File: src/rtl/wb_block_copy.sv
// Wishbone initiator that copies a block of 32-bit words, one read+write pair per word.
// Optional ack timeout/abort is compiled in with `define WB_BLOCK_COPY_TIMEOUT_EN.
module wb_block_copy #(
    parameter int LEN_W          = 12,
    parameter int RD_DATA_DLY    = 1,
    parameter int TIMEOUT_CYCLES = 16
) (
    input  logic             clk,
    input  logic             rst,
    input  logic             start,
    input  logic [31:0]      src_addr,
    input  logic [31:0]      dst_addr,
    input  logic [LEN_W-1:0] len,
    output logic             busy,
    output logic             done,
    output logic             err,
    output logic [31:0]      adr_o,
    output logic [31:0]      dat_o,
    output logic             we_o,
    output logic             stb_o,
    output logic             cyc_o,
    input  logic [31:0]      dat_i,
    input  logic             ack_i
);

    typedef enum logic [2:0] {
        S_IDLE   = 3'd0,
        S_RD     = 3'd1,
        S_RD_CAP = 3'd2,
        S_WR     = 3'd3,
        S_FIN    = 3'd4
    } state_t;

    state_t           r_state;
    logic [29:0]      r_src;
    logic [29:0]      r_dst;
    logic [LEN_W-1:0] r_cnt;
    logic [31:0]      r_data;
    logic             w_timeout;
    logic             w_unused_lsbs;

    // Working addresses are kept as word indices, so byte-offset bits never matter.
    assign w_unused_lsbs = ^{src_addr[1:0], dst_addr[1:0]};
    assign dat_o         = r_data;

`ifdef WB_BLOCK_COPY_TIMEOUT_EN
    localparam int TO_W = (TIMEOUT_CYCLES > 1) ? $clog2(TIMEOUT_CYCLES) : 1;

    logic [TO_W-1:0] r_to_cnt;

    assign w_timeout = stb_o && !ack_i && (r_to_cnt == TO_W'(TIMEOUT_CYCLES - 1));

    // Count strobe cycles without an ack; any ack or idle strobe restarts the wait.
    always_ff @(posedge clk) begin
        if (!rst) begin
            r_to_cnt <= '0;
        end else if (stb_o && !ack_i && !w_timeout) begin
            r_to_cnt <= r_to_cnt + TO_W'(1);
        end else begin
            r_to_cnt <= '0;
        end
    end

    // Sticky abort flag, cleared only by an accepted start.
    always_ff @(posedge clk) begin
        if (!rst) begin
            err <= 1'b0;
        end else if ((r_state == S_IDLE) && start) begin
            err <= 1'b0;
        end else if (w_timeout) begin
            err <= 1'b1;
        end else begin
            err <= err;
        end
    end
`else
    localparam int UNUSED_TIMEOUT_CYCLES = TIMEOUT_CYCLES;

    assign w_timeout = 1'b0;
    assign err       = 1'b0;
`endif

    // Copy sequencer; every bus output is a register updated on the state transition.
    always_ff @(posedge clk) begin
        if (!rst) begin
            r_state <= S_IDLE;
            r_src   <= 30'd0;
            r_dst   <= 30'd0;
            r_cnt   <= '0;
            r_data  <= 32'd0;
            busy    <= 1'b0;
            done    <= 1'b0;
            adr_o   <= 32'd0;
            we_o    <= 1'b0;
            stb_o   <= 1'b0;
            cyc_o   <= 1'b0;
        end else begin
            done <= 1'b0;
            case (r_state)
                S_IDLE: begin
                    if (start) begin
                        r_src <= src_addr[31:2];
                        r_dst <= dst_addr[31:2];
                        r_cnt <= len;
                        if (len == '0) begin
                            r_state <= S_FIN;
                            done    <= 1'b1;
                        end else begin
                            r_state <= S_RD;
                            busy    <= 1'b1;
                            cyc_o   <= 1'b1;
                            stb_o   <= 1'b1;
                            we_o    <= 1'b0;
                            adr_o   <= {src_addr[31:2], 2'b00};
                        end
                    end else begin
                        r_state <= S_IDLE;
                    end
                end
                S_RD: begin
                    if (w_timeout) begin
                        r_state <= S_FIN;
                        done    <= 1'b1;
                        busy    <= 1'b0;
                        cyc_o   <= 1'b0;
                        stb_o   <= 1'b0;
                        we_o    <= 1'b0;
                    end else if (stb_o && ack_i) begin
                        stb_o <= 1'b0;
                        if (RD_DATA_DLY == 0) begin
                            r_data  <= dat_i;
                            r_state <= S_WR;
                        end else begin
                            r_state <= S_RD_CAP;
                        end
                    end else if (!stb_o) begin
                        // Re-strobe one cycle after the previous handshake.
                        stb_o <= 1'b1;
                        we_o  <= 1'b0;
                        adr_o <= {r_src, 2'b00};
                    end else begin
                        r_state <= S_RD;
                    end
                end
                S_RD_CAP: begin
                    r_data  <= dat_i;
                    r_state <= S_WR;
                    stb_o   <= 1'b1;
                    we_o    <= 1'b1;
                    adr_o   <= {r_dst, 2'b00};
                end
                S_WR: begin
                    if (w_timeout) begin
                        r_state <= S_FIN;
                        done    <= 1'b1;
                        busy    <= 1'b0;
                        cyc_o   <= 1'b0;
                        stb_o   <= 1'b0;
                        we_o    <= 1'b0;
                    end else if (stb_o && ack_i) begin
                        stb_o <= 1'b0;
                        we_o  <= 1'b0;
                        r_src <= r_src + 30'd1;
                        r_dst <= r_dst + 30'd1;
                        r_cnt <= r_cnt - LEN_W'(1);
                        if (r_cnt == LEN_W'(1)) begin
                            r_state <= S_FIN;
                            done    <= 1'b1;
                            busy    <= 1'b0;
                            cyc_o   <= 1'b0;
                        end else begin
                            r_state <= S_RD;
                        end
                    end else if (!stb_o) begin
                        stb_o <= 1'b1;
                        we_o  <= 1'b1;
                        adr_o <= {r_dst, 2'b00};
                    end else begin
                        r_state <= S_WR;
                    end
                end
                S_FIN: begin
                    r_state <= S_IDLE;
                end
                default: begin
                    r_state <= S_IDLE;
                    busy    <= 1'b0;
                    cyc_o   <= 1'b0;
                    stb_o   <= 1'b0;
                    we_o    <= 1'b0;
                end
            endcase
        end
    end

endmodule

File: config.mk
export PLATFORM = sky130hd
export DESIGN_NAME = wb_block_copy
export DESIGN_NICKNAME = d
export VERILOG_FILES = /design/src/rtl/wb_block_copy.sv
export SDC_FILE = /design/constraint.sdc
export NUM_CORES = 1
export LEC_CHECK = 0
export BUFFER_PORTS_ARGS = -buffer_cell sky130_fd_sc_hd__buf_2
export CAP_MARGIN = 20
export CORE_MARGIN = 5
export CORE_UTILIZATION = 40
export DETAILED_ROUTE_END_ITERATION = 8
export HOLD_SLACK_MARGIN = 0.02
export SLEW_MARGIN = 20
export SYNTH_ARGS = -nofsm -noshare
export SYNTH_HDL_FRONTEND = slang
export SYNTH_SLANG_ARGS = --single-unit
File: constraint.sdc
create_clock -name clk -period 4.1 [get_ports clk]
set_clock_uncertainty 0.2 [all_clocks]
set_input_delay 0.41 -clock clk [delete_from_list [all_inputs] [get_ports clk]]
set_output_delay 0.41 -clock clk [all_outputs]
set_load 0.05 [all_outputs]
== Word-level counts from Yosys, hierarchy flattened ==
Index checks and enable logic that the tools add are counted.
Widths: inputs -> output; s select.

* Flip-flop bits (word level): 143
* Bits of input ports: 112
* Output and inout port bits: 70
* Logic and storage cells: 87

* $add $sub $neg: 3
* Equality and inequality tests: 16
* Muxes and demuxes: 43
* Bitwise operators: 2
* Reductions and logical operators: 13

{| class="wikitable"
|+ Operators with widths
! operator !! count
|-
| $mux 32 || 6
|-
| $pmux 32 s4 || 1
|-
| $mux 30 || 4
|-
| $pmux 30 s2 || 2
|-
| $add 30x1->30 const B || 2
|-
| $mux 12 || 2
|-
| $pmux 12 s2 || 1
|-
| $mux 3 || 7
|-
| $ne 2x2->1 const B || 8
|-
| $mux 1 || 15
|-
| $eq 12x1->1 const B || 1
|-
| $logic_not 12->1 || 1
|-
| $pmux 3 s4 || 1
|-
| $sub 12x1->12 const B || 1
|-
| $ne 3x3->1 const B || 3
|-
| $reduce_and 7->1 || 1
|-
| $eq 3x2->1 const B || 2
|-
| $reduce_and 3->1 || 2
|-
| $reduce_and 6->1 || 1
|-
| $pmux 1 s5 || 1
|-
| $reduce_and 5->1 || 1
|-
| $pmux 1 s4 || 1
|-
| $reduce_bool 4->1 || 1
|-
| $eq 3x1->1 const B || 1
|-
| 10 further kinds || 11
|}

== Depth between registers and ports, before layout ==
* Depth after elaboration: 4
* Gate-level depth with buffers: 8
* Depth with buffers taken out: 7

== Worst setup path before layout ==
No wires, ideal clock.

* Kind: flip-flop to flip-flop
* From: register stb_o
* To: register r_dst[29]
* Library setup time: 0.079 ns
* Data arrival time: 1.986 ns
* Required time: 3.821 ns
* Setup slack: 1.835 ns
* Cell stages (with the launch flop): 6
* Buffers on the path: 0
* Clock period less this slack: 2.265 ns
* Path through: dfxtp_1 -> nand3_1 -> nor2_1 -> nand2_1 -> or4_1 -> o211ai_1

* Longest elaborated chain between the ends: 3

{| class="wikitable"
|+ RTL lines
! item !! line !! source
|-
| start, declared || 20 || <nowiki>output logic stb_o,</nowiki>
|-
| start signal, assigned || 95 || <nowiki>stb_o <= 1'b0;</nowiki>
|-
| start signal, assigned || 112 || <nowiki>stb_o <= 1'b1;</nowiki>
|-
| start signal, assigned || 126 || <nowiki>stb_o <= 1'b0;</nowiki>
|-
| $logic_and 1x1->1 || 160 || <nowiki>end else if (stb_o && ack_i) begin</nowiki>
|-
| $ne 2x2->1 (no line) || -- ||
|-
| $reduce_and 3->1 (no line) || -- ||
|-
| end signal, assigned || 103 || <nowiki>r_dst <= dst_addr[31:2];</nowiki>
|-
| end signal, assigned || 164 || <nowiki>r_dst <= r_dst + 30'd1;</nowiki>
|-
| end, declared || 36 || <nowiki>logic [29:0] r_dst;</nowiki>
|}

No other way between the ends.
A chain may end at the register's enable or synchronous reset.

== Worst setup path after layout ==
* From: register r_state[1]
* To: register adr_o[24]

* Longest elaborated chain between the ends: 3
* Elaborated cells between the ends (all ways): 13
* Those cells by class: eq/ne: 9; mux: 1; reduce/logical: 3

{| class="wikitable"
|+ RTL lines
! item !! line !! source
|-
| start, declared || 34 || <nowiki>state_t r_state;</nowiki>
|-
| start signal, assigned || 86 || <nowiki>r_state <= S_IDLE;</nowiki>
|-
| start signal, assigned || 106 || <nowiki>r_state <= S_FIN;</nowiki>
|-
| start signal, assigned || 109 || <nowiki>r_state <= S_RD;</nowiki>
|-
| $eq 3x2->1 (tied with other cells) || 99 || <nowiki>case (r_state)</nowiki>
|-
| $reduce_bool 4->1 (no line) or $ne 2x2->1 (tied branches) || -- ||
|-
| $reduce_and 7->1 (no line) || -- ||
|-
| end signal, assigned || 114 || <nowiki>adr_o <= {src_addr[31:2], 2'b00};</nowiki>
|-
| end signal, assigned || 140 || <nowiki>adr_o <= {r_src, 2'b00};</nowiki>
|-
| end signal, assigned || 150 || <nowiki>adr_o <= {r_dst, 2'b00};</nowiki>
|-
| end, declared || 17 || <nowiki>output logic [31:0] adr_o,</nowiki>
|}

Parallel ways exist; a longest one is shown, timed or not.

==> metrics.yaml <==
route:
  vias: 8331
  drt_first_iter_violations: 741
  wirelength_mm: 25.86
  post_drt_wl_per_cell_um: 17.77
  first_pass_iters: 5
  drc: 0
  drtAntennaViolNets: 0
  viasPerCell: 5.726
global_routing:
  grt_max_degree: 67
  gr-max-usage-layer: "met2"
  antenna_found_initial: 1
  met2_usage_pct: 35.37
  use_met3_pct: 4.345
  use_met1_pct: 31.88
  grt.overflow.total: 0
  grt_pass1_vias: 7724
  grt_pass1_wl_mm: 41.29
  track_usage_pct: 22.90
timing:
  finalSetupViolations: 0
  rsz0062_at_grt: "no"
  hold_viol_final: 0
  fmax_mhz: 310.7
  fin_crit_sh_pct: 78.51
  period_needed_ps: 3219
  slew_viol_final: 0
  slew_headroom_pct: 27.11
  worst_pin_slew_ps: 1093
  setup_ws_ps: 881.0
  finalSetupTns_ps: 0
clock_network:
  clock-sinks: 141
  cts_buffers: 17
  clockBufferDepth: 2
  clock_latency_ps: 430
  cts_resized: 0
  cts_tree: "done"
  clk_pin_slew_ps: 60
  cts_setup_buffers: 0
  clockRootBuffer: "clkbuf_16"
  htreeDepth: 4
  cts_hold_buf: 30
synth:
  synth_seq_cells: 141
  ys_warn_count: 0
  synth_flop_cell: "dfxtp_1"
  yosysSeqAreaShare_pct: 36.53
  netlist_instances: 1021
  synth_edf_count: 0
  synth.distinct_cells: 72
  avgSynthCellArea_sq_um: 7.567
  synth_area_sq_mm: 0.007726
  synth-async-reset-ratio_pct: 0
floorplanning:
  io_pins: 182
  die_x_um: 149.0
  row_count: 50
  die_y_um: 149.0
  start_util_pct: 40.89
  core_area_sq_mm: 0.01889
  dieArea_sq_mm: 0.02220
layout:
  drive_above_1_share_pct: 22.11
  multi_input_area_sq_mm: 0.004439
  final_util_pct: 51.20
  final_cell_mix: "buf_2, nand2_1, dfxtp_1, a21oi_1, nor2_1"
  seq_area_sq_mm: 0.002825
  final_common_cell: "buf_2"
  syn_to_final_growth_pct: 25.20
  finalNonFillerCells: 1455
  final_nets: 1297
  nFillCells: 1881
setup_path:
  end_kind: "flop"
  startpoint_type: "flop"
  crit_fanout: 35
  crit_type: "flop to flop"
  cp_data_arrival_time_ps: 3370
  critical_path_required_ps: 4250
pwr:
  p_leak_uw: 0.003826
  ir_drop_mv: 0.2963
  powerDensity_mw_per_mm2: 415.4
  p_total_uw: 4018
placed_design:
  dp.cells: 1392
  port_buffers: 174
  gp_congestion: 0.8472
  place_ws_ps: 853.6
  place_hpwl_mm: 17.42
min_path:
  hold_path_class: "input port to flop"
run_status:
  outcome: "completed"
run:
  maxCapViolations: 0
==> per-layer routing <==
metal | routed length [um] | part of all wire [%] | vias to the layer above
met3 | 1384 | 5.4 | 38
met2 | 11780 | 46 | 256
met4 | 582 | 2.3 | 0
li1 | - | - | 4091
met5 | 0 | 0 | -
met1 | 12110 | 47 | 3946
==> power by group <==
| part | switching (uW) | total [uW] | internal, uW |
|---|---|---|---|
| registers | 110 | 1600 | 1490 |
| clock network | 637 | 1530 | 895 |
| logic | 576 | 890 | 313 |
| total | 1320 | 4020 | 2700 |
==> logic make-up (layout without fill, tap and decap cells) <==
kind of cell    Yosys count  count (layout)  share of synthesized area (%)
flops                   141             141                          36.53
mux                       4               4                         0.5506
buf+inv                 124             295                          6.542
fa+ha+maj                 4               4                         0.6478
simple gates            404             404                          26.70
compound gates          342             342                          28.86
xor+xnor                  1               1                         0.1134
other cells               1               4                        0.04854
==> final timing paths <==
check,startpoint,to,slack [ps],cells after the start
worst min-delay path,dat_i[22],dat_o[22],30,3
worst min register to register,adr_o[7],adr_o[7],250,2
worst max-delay path,r_state[1],adr_o[24],880,6
worst max register to register,r_state[1],adr_o[24],880,6
==> synth_stat cells (11+ instances only) <==
cell type  instances  area (sq um)
a21boi_0          11         82.58
nand3_1           33         165.2
a21oi_1          133         665.6
clkbuf_1          60         225.2
dfxtp_1          141          2823
buf_2             11         55.05
o221ai_1          35         306.5
and2_1            16         100.1
nand4_1           20         125.1
nand2_1          146         548.0
nor3_1            22         110.1
buf_1             11         41.29
nor2_1            66         247.7
and3_1            19         118.9
inv_1             34         127.6
o21ai_0           58         290.3
nor3b_1           30         225.2
==> worst max-delay path: stages (launching register included) <==
cell and delay, ps:
dfxtp_2 780, or2_2 330, nor4_2 100, a2111oi_4 980
buf_4 390, o221ai_1 160, a21oi_1 200
==> final cells by class <==
type	instances	share of cell area [%]
antenna	1	0.02587
clock buffer	18	4.437
clock inverter	14	1.488
inverter	35	1.358
multi-input combinational	758	45.89
sequential	141	29.21
tap	260	3.363
timing repair buffer	228	14.23
==> stage by stage <==
step	hold slack [ps]	area, sq um
after floorplan	234.6	7734
after global placement	237.2	8797
after detailed placement	240.4	8797
after CTS	20.35	9671
after global routing	37.18	9673
final	32.26	9673
==> flip-flops by register name (all words and copies together), names as in the netlist, 3 cells and up <==
name / flops
r_dst: 30
r_src: 30
adr_o: 30
dat_o: 32
r_cnt: 12
r_state: 3
(Power assumes the default switching activity.)
